==> src/rtl/fa_serial_pkg.sv <==
// Shared definitions for the bit-serial adder controller: FSM state codes
// and the bit-counter width helper.
package fa_serial_pkg;

  localparam logic [1:0] IDLE = 2'd0;
  localparam logic [1:0] RUN  = 2'd1;
  localparam logic [1:0] DONE = 2'd2;

  // Counter must index bits 0..WIDTH-1; a 1-bit operand still needs a 1-bit counter.
  function automatic int cnt_width(input int width);
    if (width <= 1) return 1;
    return $clog2(width);
  endfunction

endpackage

==> src/rtl/fa_serial_add_ctrl_fa.sv <==
// One-bit full-adder cell used as the serial datapath. This is the only
// piece of the adder that may later be swapped for an approximate variant.
module fa (
  input  logic a,
  input  logic b,
  input  logic c_in,
  output logic s,
  output logic c_out
);

  assign s     = a ^ b ^ c_in;
  assign c_out = (a & b) | (c_in & (a ^ b));

endmodule

==> src/rtl/fa_serial_add_ctrl.sv <==
// Bit-serial adder controller: accepts two operands and a carry-in, walks
// a single full-adder cell over them LSB-first, then holds the result
// until the consumer takes it.
module fa_serial_add_ctrl
  import fa_serial_pkg::*;
#(
  parameter  int WIDTH = 8,
  localparam int CNT_W = cnt_width(WIDTH)
) (
  input  logic             clk,
  input  logic             rst,
  input  logic             in_valid,
  output logic             in_ready,
  input  logic [WIDTH-1:0] a,
  input  logic [WIDTH-1:0] b,
  input  logic             c_in,
  output logic             out_valid,
  input  logic             out_ready,
  output logic [WIDTH-1:0] sum,
  output logic             c_out,
  output logic             busy
);

  localparam logic [CNT_W-1:0] LAST_BIT = CNT_W'(WIDTH - 1);

  logic [1:0]       state;
  logic [WIDTH-1:0] a_sr;
  logic [WIDTH-1:0] b_sr;
  logic [WIDTH-1:0] sum_sr;
  logic [WIDTH-1:0] sum_next;
  logic [CNT_W-1:0] cnt;
  logic             carry;
  logic             fa_s;
  logic             fa_c;

  fa u_fa (
    .a     (a_sr[0]),
    .b     (b_sr[0]),
    .c_in  (carry),
    .s     (fa_s),
    .c_out (fa_c)
  );

  // New sum bit enters at the MSB so after WIDTH steps bit 0 sits at bit 0.
  always_comb begin
    sum_next            = sum_sr >> 1;
    sum_next[WIDTH-1]   = fa_s;
  end

  // Handshake FSM plus operand/sum shift registers and bit counter.
  always_ff @(posedge clk or posedge rst) begin
    if (rst) begin
      state  <= IDLE;
      a_sr   <= '0;
      b_sr   <= '0;
      sum_sr <= '0;
      cnt    <= '0;
      carry  <= 1'b0;
    end else begin
      case (state)
        IDLE: begin
          if (in_valid) begin
            a_sr   <= a;
            b_sr   <= b;
            carry  <= c_in;
            sum_sr <= '0;
            cnt    <= '0;
            state  <= RUN;
          end
        end
        RUN: begin
          sum_sr <= sum_next;
          carry  <= fa_c;
          a_sr   <= a_sr >> 1;
          b_sr   <= b_sr >> 1;
          cnt    <= cnt + CNT_W'(1);
          if (cnt == LAST_BIT) state <= DONE;
        end
        DONE: begin
          if (out_ready) state <= IDLE;
        end
        default: state <= IDLE;
      endcase
    end
  end

  assign in_ready  = (state == IDLE);
  assign out_valid = (state == DONE);
  assign busy      = (state == RUN) || (state == DONE);
  assign sum       = out_valid ? sum_sr : '0;
  assign c_out     = out_valid & carry;

endmodule

==> config.mk <==
export PLATFORM = sky130hd
export DESIGN_NAME = fa_serial_add_ctrl
export DESIGN_NICKNAME = d
export VERILOG_FILES = /design/src/rtl/fa_serial_pkg.sv /design/src/rtl/fa_serial_add_ctrl_fa.sv /design/src/rtl/fa_serial_add_ctrl.sv
export SDC_FILE = /design/constraint.sdc
export NUM_CORES = 1
export LEC_CHECK = 0
export CORE_UTILIZATION = 30
export CTS_CLUSTER_SIZE = 8
export DETAILED_ROUTE_END_ITERATION = 7
export HOLD_SLACK_MARGIN = 0.15
export PLACE_DENSITY_LB_ADDON = 0.3
export SYNTH_ARGS = -nofsm -noshare
export SYNTH_HDL_FRONTEND = slang
export SYNTH_HIERARCHICAL = 1
export SYNTH_SLANG_ARGS = --single-unit
==> constraint.sdc <==
create_clock -name clk -period 1.95 [get_ports clk]
set_clock_uncertainty 0.2 [all_clocks]
set_input_delay 0.39 -clock clk [delete_from_list [all_inputs] [get_ports clk]]
set_output_delay 0.39 -clock clk [all_outputs]
set_load 0.01 [all_outputs]
==> results.toml <==
[outcome]
outcome = "finished, final reports clean"

[critical_path]
cp_top_family = "flip-flops"
crit_arrival_ns = 1.86
cp-startpoint = "state[1]"
timing.rr.start = "state[1]"
worstSetupPathType = "register to register"
crit_cells = 7
rr_worst_depth = 7
slowest_delay_ns = 0.40
crit_top_cell = "buf_6"
endpoint = "state[0]"
crit_chain = "buf_6 > inv_6 > ha_4 > buf_6 > and2b_4 > a221oi_4 > mux2_4"
crit_slowest_cell = "dfrtp_1"
path_buf_inv = 3
crit_path_end_kind = "register"
reg2reg_slack_ns = 0.05
cp_data_required_time_ns = 1.91
cp_max_fo = 5
r2r_end = "state[0]"
startpoint_type = "register"

[cells_and_area]
finalInstanceArea_um2 = 2160
layout_common_cells = "dfrtp_1, clkdlybuf4s50_1, nand2_1"
syn_to_final_growth_pct = 45.5
nets = 208
post-route-util = 0.455
n_antenna_cell = 0
nFillCells = 462
final_cell_count_no_fill = 248
final_common_cell = "dfrtp_1"
final_layout_size_suffix_gt1_frac = 0.260

[routing]
drc = 0
wl_um = 2950
wl_per_cell_um = 11.9
route.vias.total = 1099
first_iter_violations = 32
dr.pass1.iters = 4
detail-route-antenna-nets = 0
drt-vias-per-instance = 4.43

[clocking]
cts-root-buf = "clkbuf_8"
cts_sinks = 30
cts_made_buffers = 5
cts_tree = "done"
clk_transition_reported_paths_ns = 0.06
clk_latency_ns = 0.27
holdBufCountCts = 0
htree_levels = 2
clk_path_buf_depth = 2

[floorplanning]
die_h_um = 72.4
initial_core_util = 0.313
fp.dieW_um = 72.4
core_area_um2 = 4750
rows = 25
ios = 33
design.die.area_um2 = 5240

[sta]
hold_violations = 0
setup_viol = 0
rsz0062_at_grt = "yes"
maxSlewViolCount = 0
fmax_mhz = 527
period_needed_ns = 1.90
slew_headroom = 0.744
timing.final.crit_share = 0.974
tightest_slew_ns = 0.383

[synthesis]
synth-seq-area-share = 0.505
ys_seq_elements = 30
yosysTopAreaCell = "dfrtp_1"
yosys_warnings = 6
syn_area_per_cell_um2 = 11.6
netlist_top_cells_area = "dfrtp_1, mux2i_1, a22o_1"
syn_area_um2 = 1490
synth_fp_nets = 156
netlist_instances = 128
ys_types = 20
synth_top_area_share = 0.505

[pwr]
switching_share = 0.328
p_per_area_nw_per_um2 = 1600
power_frac_comb = 0.468
clock_power_share = 0.223
p_seq_frac = 0.309
intPower_mw = 2.32
p_leak_nw = 1.02
p_switching_mw = 1.13
vdd_drop_max_v = 0.000528

[grt]
grt_pass1_vias = 1186
grt_usage = 0.128
grt_overflow = 0
grt_pass1_wl_um = 5120
antenna_found_initial = 0
grt_start_max_net_pins = 31

[place]
gp_congestion = 0.696
dpl.hpwl_um = 2090
place_area_um2 = 1930
io_buffers = 32
place_inst = 231

[hold_path]
hold_path.class = "input pin to async pin"

[run]
maxCapViolations = 0
-- layout make-up --
cell class / count / area (µm²) / area share
Sequential cell: 30 / 751 / 0.347
Multi-Input combinational cell: 86 / 706 / 0.326
Timing Repair Buffer: 52 / 455 / 0.211
Tap cell: 67 / 83.8 / 0.0388
Clock buffer: 6 / 82.6 / 0.0382
Clock inverter: 2 / 60.1 / 0.0278
Inverter: 5 / 23.8 / 0.0110
-- metal layers --
metal | global-route usage | routed length (µm)
met4 | 0.0414 | 19
met5 | 0 | 0
met2 | 0.217 | 1480
met3 | 0.0431 | 167
met1 | 0.152 | 1280
-- metrics by stage --
| step | hold WS (ns) | TNS (ns) | setup WS, ns | power [mW] |
|---|---|---|---|---|
| after floorplan | 0.250 | 0 | 0.133 | 2.07 |
| after global placement | 0.265 | -0.739 | -0.0956 | 2.45 |
| after detailed placement | 0.277 | -1.30 | -0.149 | 2.52 |
| after CTS | 0.293 | -0.0106 | -0.0106 | 3.43 |
| after global routing | 0.323 | -0.0155 | -0.0121 | 3.74 |
| final | 0.286 | 0 | 0.0508 | 3.46 |
-- what timing repair did --
action | in CTS | in global routing
gates cloned | 0 | 0
pin swaps | 1 | 3
gates resized for setup | 45 | 6
setup endpoints to repair | 17 | 18
buffers inserted | 5 | 4
-- worst reg2reg max path: cells and delay by family (launching register included) --
| kind | cells | cell delay, ns |
|---|---|---|
| AO/OA/AOI/OAI | 1 | 0.24 |
| multiplexers | 1 | 0.33 |
| AND/OR/NAND/NOR | 1 | 0.18 |
| buffers and inverters | 3 | 0.29 |
| flip-flops | 1 | 0.40 |
| adder cells (fa/ha/maj) | 1 | 0.15 |
-- worst min-delay path by stage --
stage,cells after the start,slack (ns),endpoint,start
finish,3,0.29,b_sr[0],rst
global route,1,0.32,sum_sr[0],sum_sr[0]
CTS,2,0.29,b_sr[3],b_sr[3]
floorplan,2,0.25,a_sr[1],a_sr[1]
detailed placement,2,0.28,b_sr[3],b_sr[3]
global placement,2,0.26,a_sr[6],a_sr[6]
-- cells by family after synthesis --
group	after synthesis	share of synthesized area
AOI/OAI and AO/OA	30	0.142
and+or+nand+nor	30	0.103
DFF	30	0.505
muxes	19	0.133
buffers and inverters	12	0.0530
adders and majority gates	7	0.0640
-- synthesized netlist by cell type (all sizes together) --
library cell,instances
dfrtp,30
buf,7
o21ai,17
mux2i,16
a31oi,2
inv,5
and2,9
fa,1
and2b,2
nor2b,2
nand2,17
a22o,10
a221oi,1
ha,6
mux2,3
-- power by group through the flow --
stage | logic, mW | registers, mW | clock network (mW)
after global placement | 1.39 | 1.06 | 0
after floorplan | 1.04 | 1.03 | 0
after CTS | 1.56 | 1.07 | 0.791
after global routing | 1.81 | 1.11 | 0.819
final | 1.62 | 1.07 | 0.770
after detailed placement | 1.44 | 1.08 | 0
-- state kept, by name (all words and copies together), names as in the netlist --
register / cells
carry: 1
b_sr: 8
state: 2
sum_sr: 8
a_sr: 8
cnt: 3
(Power assumes the default switching activity.)
